--- config.mk ---
export PLATFORM = sky130hd
export DESIGN_NAME = math_expr_arbiter
export DESIGN_NICKNAME = d
export VERILOG_FILES = /design/src/rtl/math_expr_arbiter.sv
export SDC_FILE = /design/constraint.sdc
export NUM_CORES = 1
export LEC_CHECK = 0
export CAP_MARGIN = 20
export CORE_AREA = 5 5 282 284
export DETAILED_ROUTE_END_ITERATION = 12
export DIE_AREA = 0 0 287 289
export PLACE_DENSITY_LB_ADDON = 0.3
export SYNTH_ARGS = -nofsm -noshare
export SYNTH_HDL_FRONTEND = slang
export SYNTH_SLANG_ARGS = --single-unit
--- constraint.sdc ---
create_clock -name clk -period 12.7 [get_ports clk]
set_input_delay 2.54 -clock clk [delete_from_list [all_inputs] [get_ports clk]]
set_output_delay 2.54 -clock clk [all_outputs]
set_load 0.03 [all_outputs]
--- src/rtl/math_expr_arbiter.sv ---
// rtl/math_expr_arbiter.sv - round-robin arbiter sharing one math_expression datapath among N requesters
module math_expr_arbiter #(
    parameter int W   = 32,
    parameter int N   = 4,
    parameter int TMO = 8
) (
    input  logic           clk,
    input  logic           reset,
    input  logic [N-1:0]   req,
    input  logic [N*W-1:0] req_a,
    input  logic [N*W-1:0] req_b,
    input  logic [N*W-1:0] req_c,
    input  logic [N*W-1:0] req_d,
    output logic [N-1:0]   gnt,
    output logic [N-1:0]   rsp_valid,
    output logic [W-1:0]   rsp_q,
    output logic           rsp_rmd,
    output logic           rsp_err,
    output logic           busy,
    output logic           dp_start,
    output logic [W-1:0]   dp_a,
    output logic [W-1:0]   dp_b,
    output logic [W-1:0]   dp_c,
    output logic [W-1:0]   dp_d,
    input  logic [W-1:0]   dp_q,
    input  logic           dp_rmd,
    input  logic           dp_valid
);

    localparam int IW  = $clog2(N);
    localparam int IW1 = IW + 1;
    localparam int CW  = $clog2(TMO);
    localparam logic [IW:0]   N_L      = IW1'(N);
    localparam logic [IW-1:0] LAST_ID  = IW'(N - 1);
    localparam logic [CW-1:0] CNT_LAST = CW'(TMO - 1);
    localparam logic [N-1:0]  ONE      = N'(1);

    typedef enum logic [1:0] {IDLE, ISSUE, WAIT, RESP} state_t;

    state_t        state, state_nx;
    logic [IW-1:0] ptr, id, win_id;
    logic [IW:0]   idx;
    logic          win_found;
    logic [CW-1:0] cnt;
    logic [N-1:0]  id_oh;

    // Scan from ptr upward, wrapping at N; the first asserted request wins.
    always_comb begin
        win_found = 1'b0;
        win_id    = '0;
        idx       = '0;
        for (int k = 0; k < N; k++) begin
            idx = {1'b0, ptr} + IW1'(k);
            if (idx >= N_L) idx = idx - N_L;
            if (!win_found && req[idx[IW-1:0]]) begin
                win_found = 1'b1;
                win_id    = idx[IW-1:0];
            end
        end
    end

    assign id_oh = ONE << id;

    always_ff @(posedge clk or posedge reset) begin
        if (reset) state <= IDLE;
        else       state <= state_nx;
    end

    always_comb begin
        state_nx  = state;
        busy      = 1'b1;
        dp_start  = 1'b0;
        gnt       = '0;
        rsp_valid = '0;
        case (state)
            IDLE: begin
                busy = 1'b0;
                if (win_found) state_nx = ISSUE;
            end
            ISSUE: begin
                dp_start = 1'b1;
                gnt      = id_oh;
                state_nx = WAIT;
            end
            WAIT: begin
                if (dp_valid || cnt == CNT_LAST) state_nx = RESP;
            end
            RESP: begin
                rsp_valid = id_oh;
                state_nx  = IDLE;
            end
            default: state_nx = IDLE;
        endcase
    end

    always_ff @(posedge clk or posedge reset) begin
        if (reset) begin
            ptr     <= '0;
            id      <= '0;
            cnt     <= '0;
            dp_a    <= '0;
            dp_b    <= '0;
            dp_c    <= '0;
            dp_d    <= '0;
            rsp_q   <= '0;
            rsp_rmd <= 1'b0;
            rsp_err <= 1'b0;
        end else begin
            case (state)
                IDLE: begin
                    if (win_found) begin
                        id   <= win_id;
                        dp_a <= req_a[win_id*W +: W];
                        dp_b <= req_b[win_id*W +: W];
                        dp_c <= req_c[win_id*W +: W];
                        dp_d <= req_d[win_id*W +: W];
                    end
                end
                ISSUE: begin
                    ptr <= (id == LAST_ID) ? '0 : id + 1'b1;
                    cnt <= '0;
                end
                WAIT: begin
                    if (dp_valid) begin
                        rsp_q   <= dp_q;
                        rsp_rmd <= dp_rmd;
                        rsp_err <= 1'b0;
                    end else if (cnt == CNT_LAST) begin
                        // Watchdog expiry: report an error with a zeroed result.
                        rsp_q   <= '0;
                        rsp_rmd <= 1'b0;
                        rsp_err <= 1'b1;
                    end else begin
                        cnt <= cnt + 1'b1;
                    end
                end
                default: ;
            endcase
        end
    end

endmodule

# After elaboration in Yosys (flattened, before gate mapping)
# Cells that the tools add are included.
# op_classes
addsub,9
order_cmp,8
eq_ne,9
n_shift,5
n_mux,37
reduce_logical,14
# ops
op,n
$shiftx A128 B8 Y32,4
$mux W32,2
$mux W2,11
$mux W1,14
$lt A2 B3 Y1 const B,4
$ge A3 B3 Y1 const B,3
$bmux W1 S2,4
$mux W4,2
$ne A2 B2 Y1 const B,4
$pmux W2 S4,1
$sub A2 B1 Y2 const B,4
$add A2 B2 Y3 const B,2
$eq A2 B2 Y1 const B,3
$mux W3,2
$pmux W3 S2,1
$reduce_and A2 Y1,3
$reduce_bool A2 Y1,2
$shl A1 B2 Y4 const A,1
$add A2 B1 Y3 const B,1
$add A3 B1 Y3 const B,1
$eq A3 B3 Y1 const B,1
$ge A2 B3 Y1 const B,1
$logic_and A1 B1 Y1,3
$logic_not A1 Y1,3
other kinds (5),5
# word_totals
regBits,171
inputBits,552

# Logic depth before layout (Yosys ltp)
# Gate-level depths: netlist (run 1).
# logic_depth
ltp_word,16
depth_mapped,8

# Least setup slack after synthesis (run 1)
# No wires, ideal clock.
# synth_path
path_type,reg2out
startpoint,register state[1]
endpoint,output port gnt[0]
t_arrival_ns,1.397
required_ns,10.160
path_slack_ns,8.763
stages_incl_launch_ff,5
n_path_buf,1
path_cell_list,dfrtp_1 > inv_1 > ha_1 > clkbuf_1 > and2_1
# synth_between
elab_chain_len,2
# synth_rtl
element,line,text
from (decl),40,"state_t state, state_nx;"
from (signal assigned),66,else state <= state_nx;
$eq A2 B1 Y1,75,case (state)
$mux W4,75,
to (decl),14,"output logic [N-1:0] gnt,"
# Every way passes these cells.

# Final worst setup path (run 1)
# layout_path
startpoint,input port req[0]
endpoint,register dp_c[31]
# layout_between
elab_chain_len,13
elab_cells_between_ends,24
classes_between,shift (1); mux (16); reduce/logical (7)
# layout_rtl
element,line,text
from (decl),9,"input logic [N-1:0] req,"
$bmux W1 S2,55,if (!win_found && req[idx[IW-1:0]]) begin
$mux W1 (not written as such),55,
$mux W1,55,
$logic_not A1 Y1,55,
$logic_and A1 B1 Y1,55,
$mux W1,55,
$logic_not A1 Y1,55,
$logic_and A1 B1 Y1,55,
$mux W1,55,
$logic_not A1 Y1,55,
$logic_and A1 B1 Y1,55,
$mux W2 / $mux W1 (equally long branches),55,
$shiftx A128 B8 Y32 / $reduce_and A2 Y1 (equally long branches),-,
to (signal assigned),115,dp_c <= req_c[win_id*W +: W];
to (decl),23,"output logic [W-1:0] dp_c,"
# Parallel ways exist; a longest one is shown, timed or not. The select of a mux whose other input is x is not followed.
# A chain may end at the register's enable or synchronous reset.

==> impl_metrics.json, run 1 <==
{
  "worstReg2RegEnd": "dp_c[31]",
  "ys_top_cells_by_count": "mux2i_1, dfrtp_1, nand2_1, o221ai_1, clkbuf_1",
  "die_x_um": 287,
  "rrSetupSlack_ns": 9.13,
  "ir_drop_uv": 141,
  "period_minus_slack_ns": 6.13,
  "grt_usage_pct": 10.7,
  "cp-end-kind": "flip-flop",
  "cts_tree": "built",
  "start_util_pct": 12.9,
  "syn_area_per_cell_um2": 11.5,
  "highest_layer": "met4",
  "portBuffers": 723,
  "utilization_pct": 24.0,
  "avgRoutedWirePerCell_um": 18.6,
  "cts_setup_buffers": 0,
  "die-area_um2": 82900,
  "layout.nets": 2094,
  "synthTopCellsByArea": "dfrtp_1, mux2i_1, o221ai_1, nand2_1, buf_12",
  "yosys_most_used_dff": "dfrtp_1",
  "fin_setup_tns_ns": 0,
  "clock_sinks": 171,
  "detail_route.first_pass.iterations": 5,
  "synth_top_area_share_pct": 43.1,
  "rr_startpoint": "state[0]",
  "die_y_um": 289,
  "viasPerCell": 3.81,
  "rows": 102,
  "drtIter0Drc": 336,
  "dp.cells": 2553,
  "hold_end": "dp_d[27]",
  "wl_met2_um": 24800,
  "grt_max_degree": 122,
  "post-route-drc-count": 0,
  "antenna_left": 0,
  "synth_warnings": 0,
  "antenna_found_initial": 1,
  "rsz0062_at_grt": "false",
  "tightest_slew_ns": 1.11,
  "synth_cell_types": 29,
  "numCtsBuffers": 17,
  "status": "completed",
  "routed_wl_um": 48000,
  "wl_met1_um": 17700,
  "skew_ns": 0.0180,
  "gp_congestion": 0.848,
  "grt_pass1_wl_um": 67100,
  "clkSlewWorstSetupHoldPaths_ns": 0.08,
  "hp-class": "reg -> reg",
  "clk_latency_ns": 0.48,
  "core_um2": 76800,
  "synth_seq_area_share_pct": 43.1,
  "cts_resized": 0,
  "pin_count": 724,
  "grt_pass1_vias": 10674,
  "clock.fmax_mhz": 163,
  "start_kind": "input pin",
  "clock_path_buffers": 2,
  "required_ns": 13.00,
  "hold-path-cell-count": 2,
  "fin_crit_sh_pct": 48.2,
  "setup_violations": 0,
  "synth_edf_count": 0,
  "cp_data_arrival_time_ns": 6.43,
  "dr_wl_met3_um": 4450,
  "area_growth_pct": 86.0,
  "dp_hpwl_um": 37600,
  "vias": 9853,
  "reg2reg_depth": 6,
  "fin_cells": 2586,
  "synthCells": 861,
  "relSlewSlack_pct": 25.8,
  "synth_seq_cells": 171,
  "worstHoldStart": "dp_d[27]",
  "grt_overflow_total": 0,
  "post-synth-top-count-cell": "mux2i_1",
  "synthArstFlopShare_pct": 100,
  "syn_nets": 1423,
  "drive_gt1_share_pct": 3.17,
  "worstPathMaxFanout": 75,
  "root_buffer": "clkbuf_16",
  "p_leak_uw": 0.00786,
  "hold_buffers": 0,
  "report.final.hold_viol_count": 0,
  "yosysTopAreaCell": "dfrtp_1",
  "maxCapViolCount": 0,
  "power_per_cell_area_nw_per_um2": 214,
  "synth_area_um2": 9920,
  "slew_viol_final": 0,
  "crit_type": "in -> reg",
  "cts_max_level": 4
}
## report_power, final
group	switching [µW]	leakage (µW)	total, µW	internal [µW]
Combinational	1360	0.00545	2410	1040
Clock	292	0.000294	560	269
Sequential	163	0.00211	979	816
## worst max-delay path by stage
stage | startpoint | endpoint
after floorplan | reset | cnt[0]
after global placement | req[0] | dp_c[31]
after detailed placement | req[0] | dp_b[16]
after CTS | req[0] | dp_b[27]
after global routing | req[0] | dp_b[16]
final | req[0] | dp_c[31]
## flip-flops by register name (all words and copies together), names as in the netlist, 2 cells and up
signal  count
dp_a       32
dp_b       32
dp_c       32
dp_d       32
rsp_q      32
cnt         3
id          2
ptr         2
state       2
## placed cells by master, fill, tap and decap left out, drive strengths merged, types with 2 or more instances in the layout
cell type        n
a21oi            4
a22o            34
and2             9
buf              9
clkbuf          17
clkdlybuf4s50  723
clkinv           8
dfrtp          171
ha              10
inv             14
mux2             2
mux2i          257
nand2          134
nor2             4
o21ai            7
o221ai         128
o22ai            3
or2              2
## area by class of cell
class	count	area [µm²]
fillers	8248	58400
clock buffers	17	425
clock inverters	15	190
inverters	8	37.5
multi-input cells	602	4890
diodes	1	2.50
flip-flops and latches	171	4280
well taps	1040	1300
repair buffers	732	7330
## routing by layer
layer  vias up  global-route usage [%]
met5         -                       0
met4         0                    3.63
met3        40                    4.20
met2       481                    19.4
met1      4709                    11.4
li1       4623                       -
## cells by family (layout without fill, tap and decap cells)
kind of cell,Yosys count,count (layout),share of synthesized area [%]
adder cells (fa/ha/maj),10,10,1.26
buffers and inverters,88,772,7.81
AO/OA/AOI/OAI,181,181,15.5
AND/OR/NAND/NOR,152,152,6.18
multiplexers,259,259,26.2
other,0,1,0
flip-flops,171,171,43.1
## worst max-delay path, cell delays in order
cell and delay (ns):
clkdlybuf4s50_1 0.51, nor4_2 0.58, nand2b_4 0.76, or2_4 0.70, buf_4 0.77, o221ai_1 0.26
## per-stage QoR
step,hold slack [ns],instance area (µm²),setup WS (ns),power (µW)
finish,0.490,18500,6.57,3950
global route,0.505,18500,6.39,4190
CTS,0.492,18500,6.59,4030
detailed placement,0.472,17800,6.02,3440
global placement,0.466,17800,6.18,3420
floorplan,0.450,9920,5.53,2510
Power figures use the tool's default switching activity.
==> run 2: changes to the inputs <==
- CORE_AREA: 5 5 282 284 -> 5 5 281 283
- DIE_AREA: 0 0 287 289 -> 0 0 286 288
- clock period: 12.7 -> 5.6 ns (I/O delays scaled with it)
==> impl_metrics.json, run 2 (synthesis gave the netlist of run 1 again) <==
{
  "status": "completed",
  "cts_max_level": 4,
  "die-area_um2": 82400,
  "clock_sinks": 171,
  "cp_data_arrival_time_ns": 3.88,
  "p_switching_uw": 4120,
  "fin_setup_tns_ns": 0,
  "post-route-drc-count": 0,
  "hp-class": "reg -> reg",
  "detail_route.first_pass.iterations": 5,
  "power_per_cell_area_nw_per_um2": 487,
  "gr-max-usage-layer": "met2",
  "die_x_um": 286,
  "pin_count": 724,
  "slew_viol_final": 0,
  "worstPathCellList": "clkdlybuf4s50_1, or2b_1, a21oi_1, or2_4, buf_12, mux2i_1, o221ai_1",
  "total_power_uw": 9010,
  "required_ns": 5.93,
  "dp_hpwl_um": 39100,
  "sequentialPowerShare_pct": 24.5,
  "cp-end-kind": "flip-flop",
  "utilization_pct": 24.2,
  "avgRoutedWirePerCell_um": 20.1,
  "grt_overflow_total": 0,
  "dp.cells": 2516,
  "vias": 9997,
  "use_met2_pct": 20.5,
  "max_stage_delay_ns": 0.71,
  "grt_use_met3_pct": 4.62,
  "routed_wl_um": 51300,
  "fin_crit_sh_pct": 63.5,
  "viasPerCell": 3.92,
  "grt_pass1_wl_um": 72800,
  "antenna_found_initial": 3,
  "grt_usage_pct": 11.7,
  "ir_drop_uv": 292,
  "grt_max_degree": 130,
  "die_y_um": 288,
  "rows": 102,
  "post-place-ws_ns": 1.39,
  "core_um2": 76400,
  "worstPathMaxFanout": 47,
  "p_leak_uw": 0.00793,
  "clkSlewWorstSetupHoldPaths_ns": 0.09,
  "gp_congestion": 0.877,
  "cts_tree": "built",
  "grt_pass1_vias": 10780,
  "numCtsBuffers": 17,
  "clock.fmax_mhz": 281,
  "switching_share_pct": 45.7,
  "cp_slowest_cell": "or2_4",
  "clkPwrFrac_pct": 14.0,
  "maxCapViolCount": 0,
  "worstHoldStart": "cnt[0]",
  "antenna_left": 0,
  "drive_gt1_share_pct": 3.97,
  "start_util_pct": 13.0,
  "crit_type": "in -> reg",
  "clock_path_buffers": 2,
  "internal_power_uw": 4890,
  "cts_resized": 0,
  "area_growth_pct": 86.6,
  "combPwrFrac_pct": 61.5,
  "period_minus_slack_ns": 3.56,
  "clk_latency_ns": 0.48,
  "cts_setup_buffers": 0,
  "tightest_slew_ns": 0.899,
  "setup.worst_path.start": "req[2]",
  "cp_top_family": "simple AND/OR/NAND/NOR gates",
  "layout.nets": 2109,
  "fin_cells": 2550,
  "final_common_cell": "clkdlybuf4s50_1",
  "skew_ns": 0.0194,
  "path_buf_inv": 2,
  "drtIter0Drc": 314,
  "report.final.hold_viol_count": 0,
  "relSlewSlack_pct": 40.1,
  "fin_ws_ns": 2.04,
  "root_buffer": "clkbuf_16",
  "start_kind": "input pin",
  "hold_buffers": 0,
  "use_met1_pct": 13.2,
  "setup_violations": 0,
  "rsz0062_at_grt": "false",
  "rr_startpoint": "ptr[1]",
  "final_cell_mix": "clkdlybuf4s50_1, mux2i_1, dfrtp_1",
  "portBuffers": 723
}
[run 2: cell types whose count changed in the layout (fill, tap and decap cells not counted), sizes merged]
cell / delta
clkinvlp: +1
diode: +1
clkbuf: +3
clkinv: -4
inv: -1
buf: +15
bufinv: +1
[run 2: power groups by stage]
stage | sequential [µW] | clock, µW | combinational (µW)
2_1_floorplan | 3280 | 0 | 2400
3_5_place_dp | 2220 | 0 | 5640
3_3_place_gp | 2220 | 0 | 5580
6_report | 2210 | 1260 | 5540
5_1_grt | 2290 | 1380 | 5920
4_1_cts | 2220 | 1340 | 5650
[run 2: path summary, 6_finish.rpt]
kind | to | slack, ns | depth (start not counted)
worst min-delay path | cnt[0] | 0.48 | 1
min in group asynchronous | dp_d[31] | 1.08 | 3
max in group asynchronous | dp_d[21] | 3.54 | 4
worst max-delay path | dp_a[5] | 2.04 | 7
worst min register to register | cnt[0] | 0.48 | 1
worst max register to register | dp_a[5] | 2.80 | 6
[run 2: metrics by stage]
| stage | cell area [µm²] | hold slack [ns] |
|---|---|---|
| 4_1_cts | 18500 | 0.486 |
| 5_1_grt | 18500 | 0.505 |
| 6_report | 18500 | 0.481 |
| 3_3_place_gp | 17900 | 0.467 |
| 3_5_place_dp | 17900 | 0.473 |
| 2_1_floorplan | 9930 | 0.450 |
[run 2: cell type report]
type / count / area, µm²
diodes: 2 / 5.00
multi-input cells: 602 / 4890
flip-flops and latches: 171 / 4280
fillers: 8144 / 57900
clock buffers: 20 / 447
repair buffers: 747 / 7490
clock inverters: 12 / 130
inverters: 8 / 33.8
well taps: 988 / 1240
[run 2: per-layer routing]
metal  vias to the layer above  share of wire, %  wire [µm]
li1                       4659                 -          -
met1                      4841                39      19800
met2                       454                51      26100
met3                        41               8.6       4390
met4                         2               1.9        951
met5                         -             0.025         13
==> run 3: changes to the inputs <==
- CORE_AREA: 5 5 281 283 -> 5 5 277 279
- DIE_AREA: 0 0 286 288 -> 0 0 282 284
- clock period: 5.6 -> 3.6 ns (I/O delays scaled with it)
==> impl_metrics.json, run 3 (synthesis gave the netlist of run 1 again) <==
{
  "viasPerCell": 3.92,
  "area_growth_pct": 88.9,
  "routed_wl_um": 49700,
  "detail_route.first_pass.iterations": 5,
  "report.final.hold_viol_count": 0,
  "fin_area_um2": 18700,
  "clock_path_buffers": 2,
  "slew_viol_final": 0,
  "drtIter0Drc": 277,
  "cts_resized": 0,
  "ir_drop_uv": 391,
  "die_y_um": 284,
  "avgRoutedWirePerCell_um": 19.5,
  "grt_pass1_vias": 11017,
  "antenna_found_initial": 4,
  "hp-class": "reg -> reg",
  "p_leak_uw": 0.00806,
  "grt_overflow_total": 0,
  "vias": 9981,
  "gp_congestion": 0.901,
  "final_cell_mix": "clkdlybuf4s50_1, mux2i_1, dfrtp_1",
  "relSlewSlack_pct": 66.3,
  "start_util_pct": 13.4,
  "die-area_um2": 80100,
  "grt_usage_pct": 11.7,
  "pin_count": 724,
  "clock.fmax_mhz": 334,
  "crit_type": "reg -> out",
  "setup_violations": 0,
  "numCtsBuffers": 17,
  "required_ns": 2.88,
  "power_per_cell_area_nw_per_um2": 758,
  "clk_latency_ns": 0.49,
  "dp_hpwl_um": 39200,
  "grt_pass1_wl_um": 70800,
  "rrSetupSlack_ns": 1.32,
  "layout.nets": 2123,
  "maxCapViolCount": 0,
  "fin_crit_sh_pct": 83.1,
  "cp_data_arrival_time_ns": 2.27,
  "root_buffer": "clkbuf_16",
  "skew_ns": 0.0247,
  "status": "completed",
  "final_common_cell": "clkdlybuf4s50_1",
  "hold_buffers": 0,
  "cts_setup_buffers": 0,
  "start_kind": "flip-flop",
  "cts_tree": "built",
  "portBuffers": 723,
  "period_minus_slack_ns": 2.99,
  "cts_max_level": 4,
  "post-place-ws_ns": 0.527,
  "rows": 100,
  "clock_sinks": 171,
  "die_x_um": 282,
  "worstPathMaxFanout": 10,
  "tightest_slew_ns": 0.505,
  "fin_setup_tns_ns": 0,
  "post-route-drc-count": 0,
  "fin_ws_ns": 0.608,
  "rsz0062_at_grt": "false",
  "clkSlewWorstSetupHoldPaths_ns": 0.08,
  "core_um2": 73900,
  "grt_max_degree": 71,
  "cp-end-kind": "output pin",
  "antenna_left": 0,
  "drive_gt1_share_pct": 4.96,
  "dpl-instance-area_um2": 18100
}
[run 3: changes by cell type in the layout (fill, tap and decap cells not counted)]
| cell | delta |
|---|---|
| clkbuf_8 | -1 |
| buf_4 | +6 |
| clkinv_4 | -4 |
| buf_12 | +8 |
| clkinv_8 | +5 |
| inv_8 | +2 |
| clkbuf_1 | -2 |
[run 3: worst max-delay path, stage by stage, from the launching register on]
cell and delay (ns):
dfrtp_1 0.41, inv_1 0.10, ha_1 0.40, and2_1 0.20, clkdlybuf4s50_1 0.70
[run 3: worst paths after layout]
check                          from        end  cells past startpoint
min in group asynchronous     reset  rsp_q[22]                      2
max reg2reg                  ptr[1]    dp_c[2]                      7
min reg2reg                dp_b[24]   dp_b[24]                      2
max in group asynchronous     reset   dp_d[20]                      3
max                        state[1]     gnt[2]                      4
min                        dp_b[24]   dp_b[24]                      2
[run 3: power by group]
part,leakage (µW),total (µW),switching (µW),internal (µW)
combinational,0.00564,8730,4870,3860
clock,0.000301,2040,1030,1010
sequential,0.00211,3440,564,2880
[run 3: stage by stage]
stage | power (µW) | cells | hold WS (ns) | utilization [%]
finish | 14200 | 2545 | 0.488 | 25.3
global route | 15100 | 2544 | 0.502 | 25.3
CTS | 14500 | 2543 | 0.490 | 25.3
detailed placement | 12300 | 2511 | 0.472 | 24.5
global placement | 12300 | 2511 | 0.465 | 24.5
floorplan | 8840 | 861 | 0.450 | -
[run 3: cell type report]
class                      instances  area (µm²)
fill                            7770       55200
timing repair buffer             761        7700
multi-input combinational        602        4890
sequential                       171        4280
tap                              969        1210
clock buffer                      17         425
clock inverter                    15         199
inverter                           8        33.8
antenna                            2        5.00
[run 3: per-layer routing]
layer / track usage [%] / share of wire (%) / up-vias
li1: - / - / 4682
met1: 12.3 / 37 / 4782
met2: 21.6 / 52 / 461
met3: 4.37 / 9.0 / 54
met4: 3.82 / 2.2 / 2
met5: 0 / 0.026 / -
